File: src/rtl/cordic_iter.sv
// Iterative CORDIC engine: one micro-rotation per cycle, ready/valid on both sides.
// state | meaning:  IDLE | waiting for a request;  RUN | micro-rotation i;  DONE | result held
module cordic_iter #(
   parameter int W    = 16,
   parameter int ITER = 14
) (
   input  logic         clk,
   input  logic         rst_n,
   input  logic         in_valid,
   output logic         in_ready,
   input  logic         mode,
   input  logic [W-1:0] x_in,
   input  logic [W-1:0] y_in,
   input  logic [W-1:0] z_in,
   output logic         out_valid,
   input  logic         out_ready,
   output logic [W+1:0] x_out,
   output logic [W+1:0] y_out,
   output logic [W-1:0] z_out,
   output logic         dir
);

   localparam int XW = W + 2;
   localparam int IW = $clog2(W) + 1;

   localparam logic [1:0] S_IDLE = 2'd0;
   localparam logic [1:0] S_RUN  = 2'd1;
   localparam logic [1:0] S_DONE = 2'd2;

   logic [1:0]           state_q, state_d;
   logic [IW-1:0]        i_q, i_d;
   logic                 mode_q, mode_d;
   logic signed [XW-1:0] x_q, x_d, y_q, y_d;
   logic signed [XW-1:0] x_sh, y_sh;
   logic signed [W-1:0]  z_q, z_d, ang;

   // Table holds round(atan(2^-i) * 2^15 / pi); rescaled for other widths.
   function automatic logic signed [W-1:0] atan_rom(input logic [IW-1:0] idx);
      int a;
      case (int'(idx))
         0:       a = 8192;
         1:       a = 4836;
         2:       a = 2555;
         3:       a = 1297;
         4:       a = 651;
         5:       a = 326;
         6:       a = 163;
         7:       a = 81;
         8:       a = 41;
         9:       a = 20;
         10:      a = 10;
         11:      a = 5;
         12:      a = 3;
         13:      a = 1;
         default: a = 0;
      endcase
      if (W >= 16) a = a << ((W >= 16) ? (W - 16) : 0);
      else         a = a >> ((W < 16) ? (16 - W) : 0);
      return a[W-1:0];
   endfunction

   always_comb begin
      x_sh = x_q >>> i_q;
      y_sh = y_q >>> i_q;
      ang  = atan_rom(i_q);
      dir  = (state_q == S_RUN) && (mode_q ? y_q[XW-1] : !z_q[W-1]);
   end

   always_comb begin
      state_d = state_q;
      i_d     = i_q;
      mode_d  = mode_q;
      x_d     = x_q;
      y_d     = y_q;
      z_d     = z_q;
      case (state_q)
         S_IDLE: begin
            if (in_valid) begin
               x_d     = {{2{x_in[W-1]}}, x_in};
               y_d     = {{2{y_in[W-1]}}, y_in};
               z_d     = z_in;
               mode_d  = mode;
               i_d     = '0;
               state_d = S_RUN;
            end
         end
         S_RUN: begin
            if (dir) begin
               x_d = x_q - y_sh;
               y_d = y_q + x_sh;
               z_d = z_q - ang;
            end else begin
               x_d = x_q + y_sh;
               y_d = y_q - x_sh;
               z_d = z_q + ang;
            end
            i_d = i_q + IW'(1);
            if (i_q == IW'(ITER - 1)) state_d = S_DONE;
         end
         S_DONE: begin
            if (out_ready) state_d = S_IDLE;
         end
         default: state_d = S_IDLE;
      endcase
   end

   always_ff @(posedge clk) begin
      if (!rst_n) begin
         state_q <= S_IDLE;
         i_q     <= '0;
         mode_q  <= 1'b0;
         x_q     <= '0;
         y_q     <= '0;
         z_q     <= '0;
      end else begin
         state_q <= state_d;
         i_q     <= i_d;
         mode_q  <= mode_d;
         x_q     <= x_d;
         y_q     <= y_d;
         z_q     <= z_d;
      end
   end

   assign in_ready  = (state_q == S_IDLE);
   assign out_valid = (state_q == S_DONE);
   assign x_out     = x_q;
   assign y_out     = y_q;
   assign z_out     = z_q;

endmodule

File: config.mk
export PLATFORM = sky130hd
export DESIGN_NAME = cordic_iter
export DESIGN_NICKNAME = d
export VERILOG_FILES = /design/src/rtl/cordic_iter.sv
export SDC_FILE = /design/constraint.sdc
export NUM_CORES = 1
export LEC_CHECK = 0
export BUFFER_PORTS_ARGS = -buffer_cell sky130_fd_sc_hd__buf_4
export CORE_MARGIN = 2
export CORE_UTILIZATION = 46
export CTS_BUF_LIST = sky130_fd_sc_hd__clkbuf_8 sky130_fd_sc_hd__clkbuf_16
export CTS_CLUSTER_SIZE = 24
export DETAILED_ROUTE_END_ITERATION = 6
export GPL_ROUTABILITY_DRIVEN = 0
export PLACE_DENSITY = 0.66
export SYNTH_ARGS = -nofsm -noshare
export SYNTH_HDL_FRONTEND = slang
export SYNTH_SLANG_ARGS = --single-unit
File: constraint.sdc
create_clock -name clk -period 5.5 [get_ports clk]
set_input_delay 0 -clock clk [delete_from_list [all_inputs] [get_ports clk]]
set_output_delay 0 -clock clk [all_outputs]
set_load 0.01 [all_outputs]
Yosys cells after proc, flatten, opt, wreduce, memory -nomap -nowiden
Memories as Yosys holds them, arrays and structs flattened. A register that Yosys moved wholly into a read port is not among the register bits.
Cells that the tools add are included.
{"block": "op_classes", "mux": 19, "div": 0, "n_reduce_logical": 7, "multipliers": 0, "eq_ne": 6, "order_cmp": 0, "n_addsub": 7, "shift": 2, "bitwise_logic": 0}
{"op": "2-to-1 mux 18 bit", "count": 4}
{"op": "one-hot mux 18 bit (2 select lines)", "count": 2}
{"op": "2-to-1 mux 16 bit", "count": 3}
{"op": "adder 18 bit", "count": 2}
{"op": ">>> shifter 18 x 5 -> 18 bit", "count": 2}
{"op": "subtractor 18 bit", "count": 2}
{"op": "one-hot mux 16 bit (2 select lines)", "count": 1}
{"op": "adder 16 bit", "count": 1}
{"op": "subtractor 16 bit", "count": 1}
{"op": "one-hot mux 5 bit (2 select lines)", "count": 1}
{"op": "2-to-1 mux 4 bit", "count": 2}
{"op": "2-to-1 mux 2 bit", "count": 3}
{"op": "one-hot mux 2 bit (3 select lines)", "count": 1}
{"op": "adder 5 x 1 -> 5 bit, second input constant", "count": 1}
{"op": "equality test 5 x 4 -> 1 bit, second input constant", "count": 1}
{"op": "2-to-1 mux 5 bit", "count": 1}
{"op": "!= test 2 x 1 -> 1 bit, second input constant", "count": 2}
{"op": "AND reduction 2 bit", "count": 2}
{"op": "AND reduction 3 bit", "count": 1}
{"op": "equality test 2 x 1 -> 1 bit, second input constant", "count": 1}
{"op": "equality test 2 bit, second input constant", "count": 1}
{"op": "logical NOT 2 bit", "count": 1}
{"op": "!= test 2 bit, second input constant", "count": 1}
{"op": "nonzero test 2 bit", "count": 1}
{"op": "3 further kinds", "count": 3}
{"block": "totals", "wordCells": 48, "in_bits": 53, "latch_bits": 0, "ramBits": 0, "output_inout_bits": 55, "mem_count": 1, "mem_bits_ro": 224, "reg_bits": 60}
{"memory": "(name not given)", "depth": 16, "width": 14, "read_ports": 1, "rd_ports_with_merged_regs": 1, "wr": 0, "line": "40", "source": "case (int'(idx))"}

Longest topological paths before layout
Gate-level depths: netlist of the first run.
{"block": "logic_depth", "depth_word": 5, "depth_mapped": 25, "depth_no_buf": 20}

Least setup slack after synthesis of the first run
OpenSTA, ideal clock, no wires.
{"block": "synth_timing", "path_type": "flip-flop to flip-flop", "start": "register i_q[0]", "end": "register x_q[17], in the netlist x_out[17]", "path_slack_ps": 1018, "stages_incl_launch_ff": 23, "t_required_ps": 5405, "arrival_time_ps": 4386, "n_path_buf": 5, "cell_sequence": "dfxtp_1 -> buf_6 -> buf_12 -> buf_6 -> buf_2 -> nor4_1 -> mux2i_1 -> nor2_1 -> a221o_1 -> inv_1 -> ha_1 -> o2111a_1 -> and3_1 -> buf_2 -> a21oi_1 -> xor2_1 -> mux2_2 -> ha_1 -> o41a_1 -> nor4_1 -> a211oi_1 -> or2_2 -> o311ai_1"}
{"block": "synth_via", "elab_chain_cells": 4, "elab_cells_between_ends": 5, "cone_classes": "add/sub: 2; shift: 1; mux: 2"}
{"element": "from (decl)", "line": "31", "source": "logic [IW-1:0] i_q, i_d;"}
{"element": "from (signal assigned)", "line": "117", "source": "i_q <= i_d;"}
{"element": ">>> shifter 18 x 5 -> 18 bit (*)", "line": "64", "source": "y_sh = y_q >>> i_q;"}
{"element": "adder 18 bit / subtractor 18 bit (equally long branches)", "line": "93, 89"}
{"element": "2-to-1 mux 18 bit (*)", "line": "88", "source": "if (dir) begin"}
{"element": "one-hot mux 18 bit (2 select lines) (*)", "line": "76", "source": "case (state_q)"}
{"element": "to (signal assigned)", "line": "112", "source": "x_q <= '0;"}
{"element": "to (signal assigned)", "line": "119", "source": "x_q <= x_d;"}
{"element": "to (decl)", "line": "33", "source": "logic signed [XW-1:0] x_q, x_d, y_q, y_d;"}
Every way passes the cells marked *; elsewhere a longest branch is shown, timed or not.
A chain may end at the register's enable or synchronous reset.

Worst setup path after layout of the first run
Ends and elaborated chain as after synthesis.

==> summary by stage, run 1 <==
Run status
The final reports fail on hold timing. The run finished, with violations left.

Timing
The minimum clock period after layout is between 5 and 6 ns. The total of endpoints with negative setup slack in the final report is 0. The slew at the pin with the worst max-slew slack is 0.942 ns. The number of max-slew violations in the final report is 0. Measured against its own limit, the worst slew margin works out to 0.371.

The final hold violation count is 2. The clock skew after layout is 0.00949 ns. The upper clock frequency limit is about 0.2 GHz. Once routing completed, OpenROAD measured the worst setup slack at roughly 0.5 ns. The worst slack on hold paths is -0.00145 ns.

Setup repair after global routing left no endpoint under its margin. The post-route clock period utilization is 0.909. Adding up every negative setup slack in the final design gives 0 ns.

Worst setup path
The largest single stage delay on the critical path is roughly 0.63 ns. The data arrival time of the worst path is approximately 5.3 ns. Traced cell by cell, the critical path runs through buf_4, mux4_1, mux4_2, nand2_1, o31a_1, o2111a_1, and3_1, a21oi_1, xor2_1, mux2_2, ha_1, o41a_1, nor4_1, a211oi_1, or2_2, o311ai_1.

The endpoint identified for the worst register-to-register timing path is x_out[17]$_SDFFE_PN0P_. On the critical path, the stage with the largest delay is an instance of mux4_1. The worst reg-to-reg setup slack is 0.50 ns. The maximum fanout encountered on the critical timing path is 12. The required arrival time at the worst endpoint is ~5.8 ns. The startpoint of the lowest-slack register-to-register path is i_q[0]$_SDFFE_PN0P_. The kind of end point of the critical path is a flip-flop.

The startpoint class of the critical path is a flip-flop. The setup path with the least slack is of type reg2reg. Measured in cells, the most critical reg-to-reg path has a length of 16.

Final layout
The count of filler cells inserted in the layout is between 1,500 and 2,000. Of the cells placed in the final design, the portion with a size suffix greater than 1 is 0.192. The area growth from synthesis to layout is 17.5%. The share of the core filled with cells is 0.549. The antenna cell count is 0. After routing the design area is between 10,000 and 15,000 sq um.

The net total in the final layout is about 1,300. The count of cells in the finished layout, fillers not included, comes to 1,414.

Clocking
The H-tree was split into 3 levels. The CTS buffer count is 9. The total number of clock tree sinks is between 70 and 80. The number of buffers between clock root and the deepest sink is 2. The TritonCTS clock tree is built. The cell at the root of the clock tree is clkbuf_16. The number of post-CTS setup repair buffers is 0. At the later pin of the worst-skew pair, clock insertion delay measures ~0.36 ns.

The clock-pin slew on the worst setup and hold paths is 0.07 ns.

Route
The per-cell via count in the routed design is 6.33. For this block, the via count after detailed routing is between 8,000 and 9,000. The post-detailed-route count of antenna-violating nets is 0. The wire length reported by the detailed router is 27,900 microns. The count of unresolved DRC violations after routing is 0. The number of detailed-route iterations in the first pass is 5. After detailed routing, the average wire length per cell comes to approximately 20 microns. The number of DRC violations after detailed-routing iteration 0 is between 800 and 900.

Synthesis
The sequential share of the synthesized area is 0.169. The number of enable flip-flop cells after synthesis is 0. The register bit total from synthesis is 74. In this run the mean area of a mapped cell was between 8 and 9 sq um. The cell type with the largest total area after synthesis is dfxtp_1. The synthesized netlist occupies a cell area of about 8700 sq um. In this run, distinct cell masters in the synthesized netlist total 82. Sorting the synthesized cells by area gives the leading types as dfxtp_1 17%, ha_1 8.4%, mux4_2 8.0%. After technology mapping, the gate count stands at roughly 1,100. The share of synthesized area in the top cell type comes to 0.169. The most used flip-flop cell after synthesis is dfxtp_1. The synthesized net count is 1,198. The async set-or-reset flop fraction in the synthesized netlist is 0.

The Yosys step of the flow raised 0 warnings.

Global routing
The routing usage on met1 is 0.347. Entering global routing, the biggest net connects 59 pins. The first global-routing pass estimated between 40,000 and 50,000 microns of wire. The number of global-route vias before repair was around 8,500.

The most utilized layer in the global route result is met2. The overall track demand over capacity in global routing is 0.276. The global route total overflow is 0. The fraction of met3 tracks used by global routing is 0.0557. The met2 usage is 0.473.

The initial antenna violation count came to 0.

Hold path
The min-delay analysis places its worst path in the category in2reg. The count of cells along the worst hold path is 3. The critical hold path startpoint is x_in[6]. For hold timing, the worst endpoint is x_out[6]$_SDFFE_PN0P_.

Placement
The post-placement worst setup slack is just over 0.5 ns. Once detailed placement completed, the half-perimeter wirelength came to ~20,000 microns. In this run the tool buffered the top-level ports with roughly 110 buffer cells. The placed instance area is about 9800 sq um. The instance count after placement with tap cells included is approximately 1,400.

Floorplan
The core area is roughly 19,000 sq um. about 110 I/O pins were placed. The initial cell density of the core is 0.467. The die extent in x is approximately 140 microns. The full die area is between 20,000 and 25,000 sq um. The floorplan step set the die height to approximately 140 microns. The total number of placement rows is 50.

Power and ir drop
The design draws roughly 4.2 mW. The largest voltage drop on the vdd net is 0.173 mV. The leakage power total is around 4.4 nW. The total power per unit cell area is 411 nW/um^2.

Run
The max-cap violation count is 0.
-- cells in the final DEF (no fill, tap or decap), types with 35 or more instances in the layout --
cell type / count
buf_4: 137
xor2_1: 35
nor2_1: 100
xnor2_1: 38
o21ai_0: 60
a211oi_1: 53
ha_1: 59
a21oi_1: 83
nand2_1: 100
mux2i_1: 48
dfxtp_1: 71
-- what timing repair did --
item,4_1_cts,5_1_grt
hold endpoints to repair,19,0
gates resized for setup,0,1
endpoints found under the setup margin,0,2
hold buffers,16,0
-- cells in the mapped netlist (all sizes together) (6+ instances only) --
master / count
mux2i: 48
a21oi: 84
mux2: 16
and2: 16
o31ai: 14
o21bai: 6
dfxtp: 74
xnor2: 38
ha: 59
nand2b: 12
xor2: 35
o21ai: 61
nor2b: 16
mux4: 39
nand3: 22
buf: 27
o21a: 12
a21o: 12
a211oi: 54
a22oi: 6
inv: 32
a31oi: 9
nand2: 101
nor4: 8
or3: 8
clkbuf: 46
or2: 6
and3: 9
nor3: 22
o22ai: 8
nor2: 101
o211ai: 7
-- worst max-delay path: cells and delay by family (launching register included) --
| kind | cells | cell delay (ns) |
|---|---|---|
| AND/OR/NAND/NOR | 4 | 0.95 |
| flip-flops | 1 | 0.55 |
| multiplexers | 3 | 1.42 |
| adder cells (fa/ha/maj) | 1 | 0.22 |
| XOR/XNOR | 1 | 0.15 |
| buffers and inverters | 1 | 0.27 |
| AO/OA/AOI/OAI | 6 | 1.33 |
-- report_power, final --
group / leakage, nW / total [mW] / internal, mW / switching (mW)
Sequential: 0.613 / 0.873 / 0.631 / 0.242
Clock: 0.165 / 0.691 / 0.417 / 0.274
Combinational: 3.59 / 2.66 / 1.25 / 1.41
Total: 4.37 / 4.22 / 2.30 / 1.92
-- metal layers --
layer  part of all wire  wire [microns]  up-vias
met5                  0               0        -
met4              0.029             813        0
met3              0.074            2070       74
met2               0.48           13400      382
met1               0.41           11600     4254
li1                   -               -     4245
-- final cells by class --
cell class / count / area (sq um) / area share
Clock buffer: 10 / 239 / 0.0233
Tap cell: 234 / 293 / 0.0285
Timing Repair Buffer: 154 / 1210 / 0.118
Multi-Input combinational cell: 903 / 6820 / 0.664
Inverter: 33 / 124 / 0.0121
Sequential cell: 74 / 1490 / 0.145
Clock inverter: 6 / 97.6 / 0.00950
-- kinds of logic after synthesis --
kind of cell	count (synthesis)	share of synthesized area
fa+ha+maj	62	0.0913
flops	74	0.169
xor+xnor	73	0.0731
buf+inv	106	0.0517
compound gates	325	0.248
simple gates	340	0.187
mux	103	0.179
-- how the worst max path moves through the flow --
stage                        start                     end  slack (ns)  cells past startpoint
2_1_floorplan  i_q[0]$_SDFFE_PN0P_  x_out[17]$_SDFFE_PN0P_        1.02                     22
3_3_place_gp   i_q[0]$_SDFFE_PN0P_  x_out[17]$_SDFFE_PN0P_        0.59                     16
3_5_place_dp   i_q[2]$_SDFFE_PN0P_  y_out[14]$_SDFFE_PN0P_        0.51                     17
4_1_cts        i_q[2]$_SDFFE_PN0P_  y_out[14]$_SDFFE_PN0P_        0.44                     17
5_1_grt        i_q[0]$_SDFFE_PN0P_  x_out[17]$_SDFFE_PN0P_        0.11                     20
6_report       i_q[0]$_SDFFE_PN0P_  x_out[17]$_SDFFE_PN0P_        0.50                     16
(Power assumes the default switching activity.)
==> run 2, diff against run 1 <==
--- a/config.mk
+++ b/config.mk
@@ -6,13 +6,13 @@
 export NUM_CORES = 1
 export LEC_CHECK = 0
 export BUFFER_PORTS_ARGS = -buffer_cell sky130_fd_sc_hd__buf_4
-export CORE_MARGIN = 2
 export CORE_UTILIZATION = 46
 export CTS_BUF_LIST = sky130_fd_sc_hd__clkbuf_8 sky130_fd_sc_hd__clkbuf_16
 export CTS_CLUSTER_SIZE = 24
 export DETAILED_ROUTE_END_ITERATION = 6
 export GPL_ROUTABILITY_DRIVEN = 0
 export PLACE_DENSITY = 0.66
+export RECOVER_POWER = 25
 export SYNTH_ARGS = -nofsm -noshare
 export SYNTH_HDL_FRONTEND = slang
 export SYNTH_SLANG_ARGS = --single-unit
==> run 2 against run 1 <==
The flow now finishes without violations; global-route usage is 0.65 points higher; core utilization down 0.60 points; sequential cell count is the same; power fell by 2.8%; routed wire length shrank 2.3%; combinational power is essentially flat; die area decreased by 2.8%; via count decreased by 1.2%; worst hold slack better by 0.011 ns; design area is 1.4% lower; clock power decreased by 11%; largest cell class unchanged.
==> summary by stage, run 2 (synthesis results as in run 1) <==
Clocking
Clock tree synthesis found a total of 74 sinks. The clock latency at the later pin of the worst-skew pair is 0.35 ns. The CTS buffer count is 9. After clock tree synthesis, the clock-pin slew on the worst setup and hold paths is about 0.070 ns. In this run the deepest clock path goes through 2 buffers. The cell at the root of the clock tree is clkbuf_16.

The maximum level of the CTS H-tree is 3. The number of post-CTS setup repair buffers is 0. The TritonCTS clock tree is built.

Final layout
Leaving out fill and tap cells, the most frequent cell in the layout is buf_4. The layout overhead on the synthesized area is 15.8%. The design area is ~10,000 sq um. The fraction of final layout cells with drive strength greater than 1 is 0.164. The net total in the final layout is between 1,000 and 1,500. The share of the core filled with cells is 0.543. The final non-filler cell total is approximately 1,400. The antenna cell count is 0.

Registers take between 1000 and 1500 sq um. In the layout the commonest cells are 107 x buf_4, 101 x nor2_1, 100 x nand2_1. The count of filler cells inserted in the layout is around 1,900. Summing all multi-input logic gate instances after layout gives between 6000 and 7000 sq um.

Hold path
The worst hold path begins at z_in[11]. The path with the worst hold slack has its endpoint at z_out[11]$_SDFFE_PN0P_. The worst hold path belongs to the class in2reg. The count of cells along the worst hold path is 3.

Global routing
In the global route stage, overall resource usage came out at 0.282. For this run the aggregate overflow at the end of global routing stands at 0. The number of global-route vias before repair is 8,332.

The met2 usage is 0.454. The initial antenna violation count was 0. In the global route stage, met1 resource usage came out at 0.376. Entering global routing, the biggest net connects 60 pins.

The most utilized layer in the global route result is met2. The first global-routing pass estimated 43,600 microns of wire. The fraction of met3 tracks used by global routing is 0.0458.

Route
The via total after detailed routing is between 8,000 and 9,000. Once detail routing completed, the nets flagged for antenna violations numbered 0. After detailed routing, the total wire length is 27,200 microns. The number of DRC violations after detailed-routing iteration 0 is roughly 700. After detailed routing, the number of vias per cell comes to 6.25. For this run, the detailed router's first-pass iteration total came to 5. Dividing the detail-routed wire length by the instance count gives just under 20 microns. The count of unresolved DRC violations after routing is 0.

Worst setup path
The capture point of the worst reg-to-reg path is x_out[17]$_SDFFE_PN0P_. The data arrival time of the worst path is approximately 5.2 ns. The worst register-to-register path has a setup slack of 0.55 ns. The startpoint class of the critical path is a flip-flop.

The startpoint-to-endpoint class of the critical path is reg2reg. The worst setup path is captured at a flip-flop. The required arrival time at the worst endpoint is 5.75 ns. In this run the critical register-to-register path is launched from i_q[0]$_SDFFE_PN0P_.

Measured in cells, the most critical reg-to-reg path has a length of 19. Along the worst path, the maximum fanout reaches 31.

Placement
The placed instance area is between 9000 and 10,000 sq um. The instance count after placement with tap cells included is approximately 1,400. Port buffering added ~110 buffers. The post-placement worst setup slack is around 0.37 ns. Detailed placement ended at an HPWL of just over 20,000 microns.

Power and ir drop
The worst-case IR drop observed on VDD is around 0.18 mV. The total power per unit cell area is 406 nW/um^2. The total design power is around 4.1 mW. The leakage power total is approximately 4.2 nW.

Timing
The final hold violation count is 0. Final hold analysis gives a worst-case slack of about 0.009 ns. Setup repair after global routing left no endpoint under its margin. After layout, the minimum clock period comes to 4.95 ns.

The upper clock frequency limit is between 0.2 and 0.25 GHz. The total of endpoints with negative setup slack in the final report is 0. The worst path meets setup with about 0.55 ns of slack. Headroom to the max-slew limit came out at 0.296.

At the pin with the least slew margin, the transition time is ~1.0 ns. The total negative setup slack is 0 ns. The number of max-slew violations in the final report was 0. Between clock sinks in the finished design, the worst skew comes to ~0.011 ns. The post-route clock period utilization is 0.900.

Run status
The run finished with clean final reports.

Floorplan
Measured along the y axis, the die boundary spans approximately 140 microns. The I/O pin count is around 110. From left edge to right edge, the die measures roughly 140 microns. The floorplan step defined a core boundary enclosing 18,600 sq um.

The total number of placement rows is 50. The initial cell density of the core is 0.469. The floorplan step defined a die boundary enclosing around 20,000 sq um.

Run
The max-cap violation count is 0.
-- run 2: worst max path at each step --
stage | start | slack (ns) | to
floorplan | i_q[0]$_SDFFE_PN0P_ | 1.02 | x_out[17]$_SDFFE_PN0P_
global route | i_q[0]$_SDFFE_PN0P_ | 0.07 | x_out[17]$_SDFFE_PN0P_
CTS | i_q[0]$_SDFFE_PN0P_ | 0.35 | x_out[17]$_SDFFE_PN0P_
detailed placement | i_q[0]$_SDFFE_PN0P_ | 0.37 | x_out[17]$_SDFFE_PN0P_
finish | i_q[0]$_SDFFE_PN0P_ | 0.55 | x_out[17]$_SDFFE_PN0P_
global placement | i_q[0]$_SDFFE_PN0P_ | 0.46 | x_out[17]$_SDFFE_PN0P_
-- run 2: power breakdown --
group	switching (mW)	internal, mW	leakage (nW)
Clock	0.261	0.351	0.138
Sequential	0.228	0.631	0.614
Combinational	1.42	1.22	3.47
Total	1.91	2.20	4.23
-- run 2: repair_timing --
action,in CTS,in global routing
resized for setup,0,3
hold buffers,18,0
endpoints found under the hold margin,20,0
endpoints found under the setup margin,0,1
-- run 2: final cells by class --
class / count / area share
repair buffers: 157 / 0.109
well taps: 234 / 0.0289
clock inverters: 6 / 0.00667
clock buffers: 9 / 0.0222
inverters: 33 / 0.0122
multi-input cells: 903 / 0.674
flip-flops and latches: 74 / 0.147
-- run 2: worst max-delay path, cell delays in order, from the launching register on --
cell      delay (ns)
dfxtp_4         0.60
mux4_1          0.68
mux2i_1         0.22
o21bai_1        0.11
a221o_1         0.29
nor2_1          0.17
nand2_1         0.07
nor2_1          0.12
mux2i_1         0.19
o21a_1          0.16
ha_1            0.27
o21ai_0         0.28
nand2_1         0.10
o41ai_1         0.10
a211oi_1        0.16
o41a_1          0.47
nor4_1          0.25
a211oi_1        0.09
or2_2           0.28
o311ai_1        0.23
-- run 2: layer usage --
metal / share of wire / routed length (microns)
met5: 0 / 0
met4: 0.034 / 922
met3: 0.069 / 1890
met2: 0.46 / 12600
met1: 0.43 / 11800
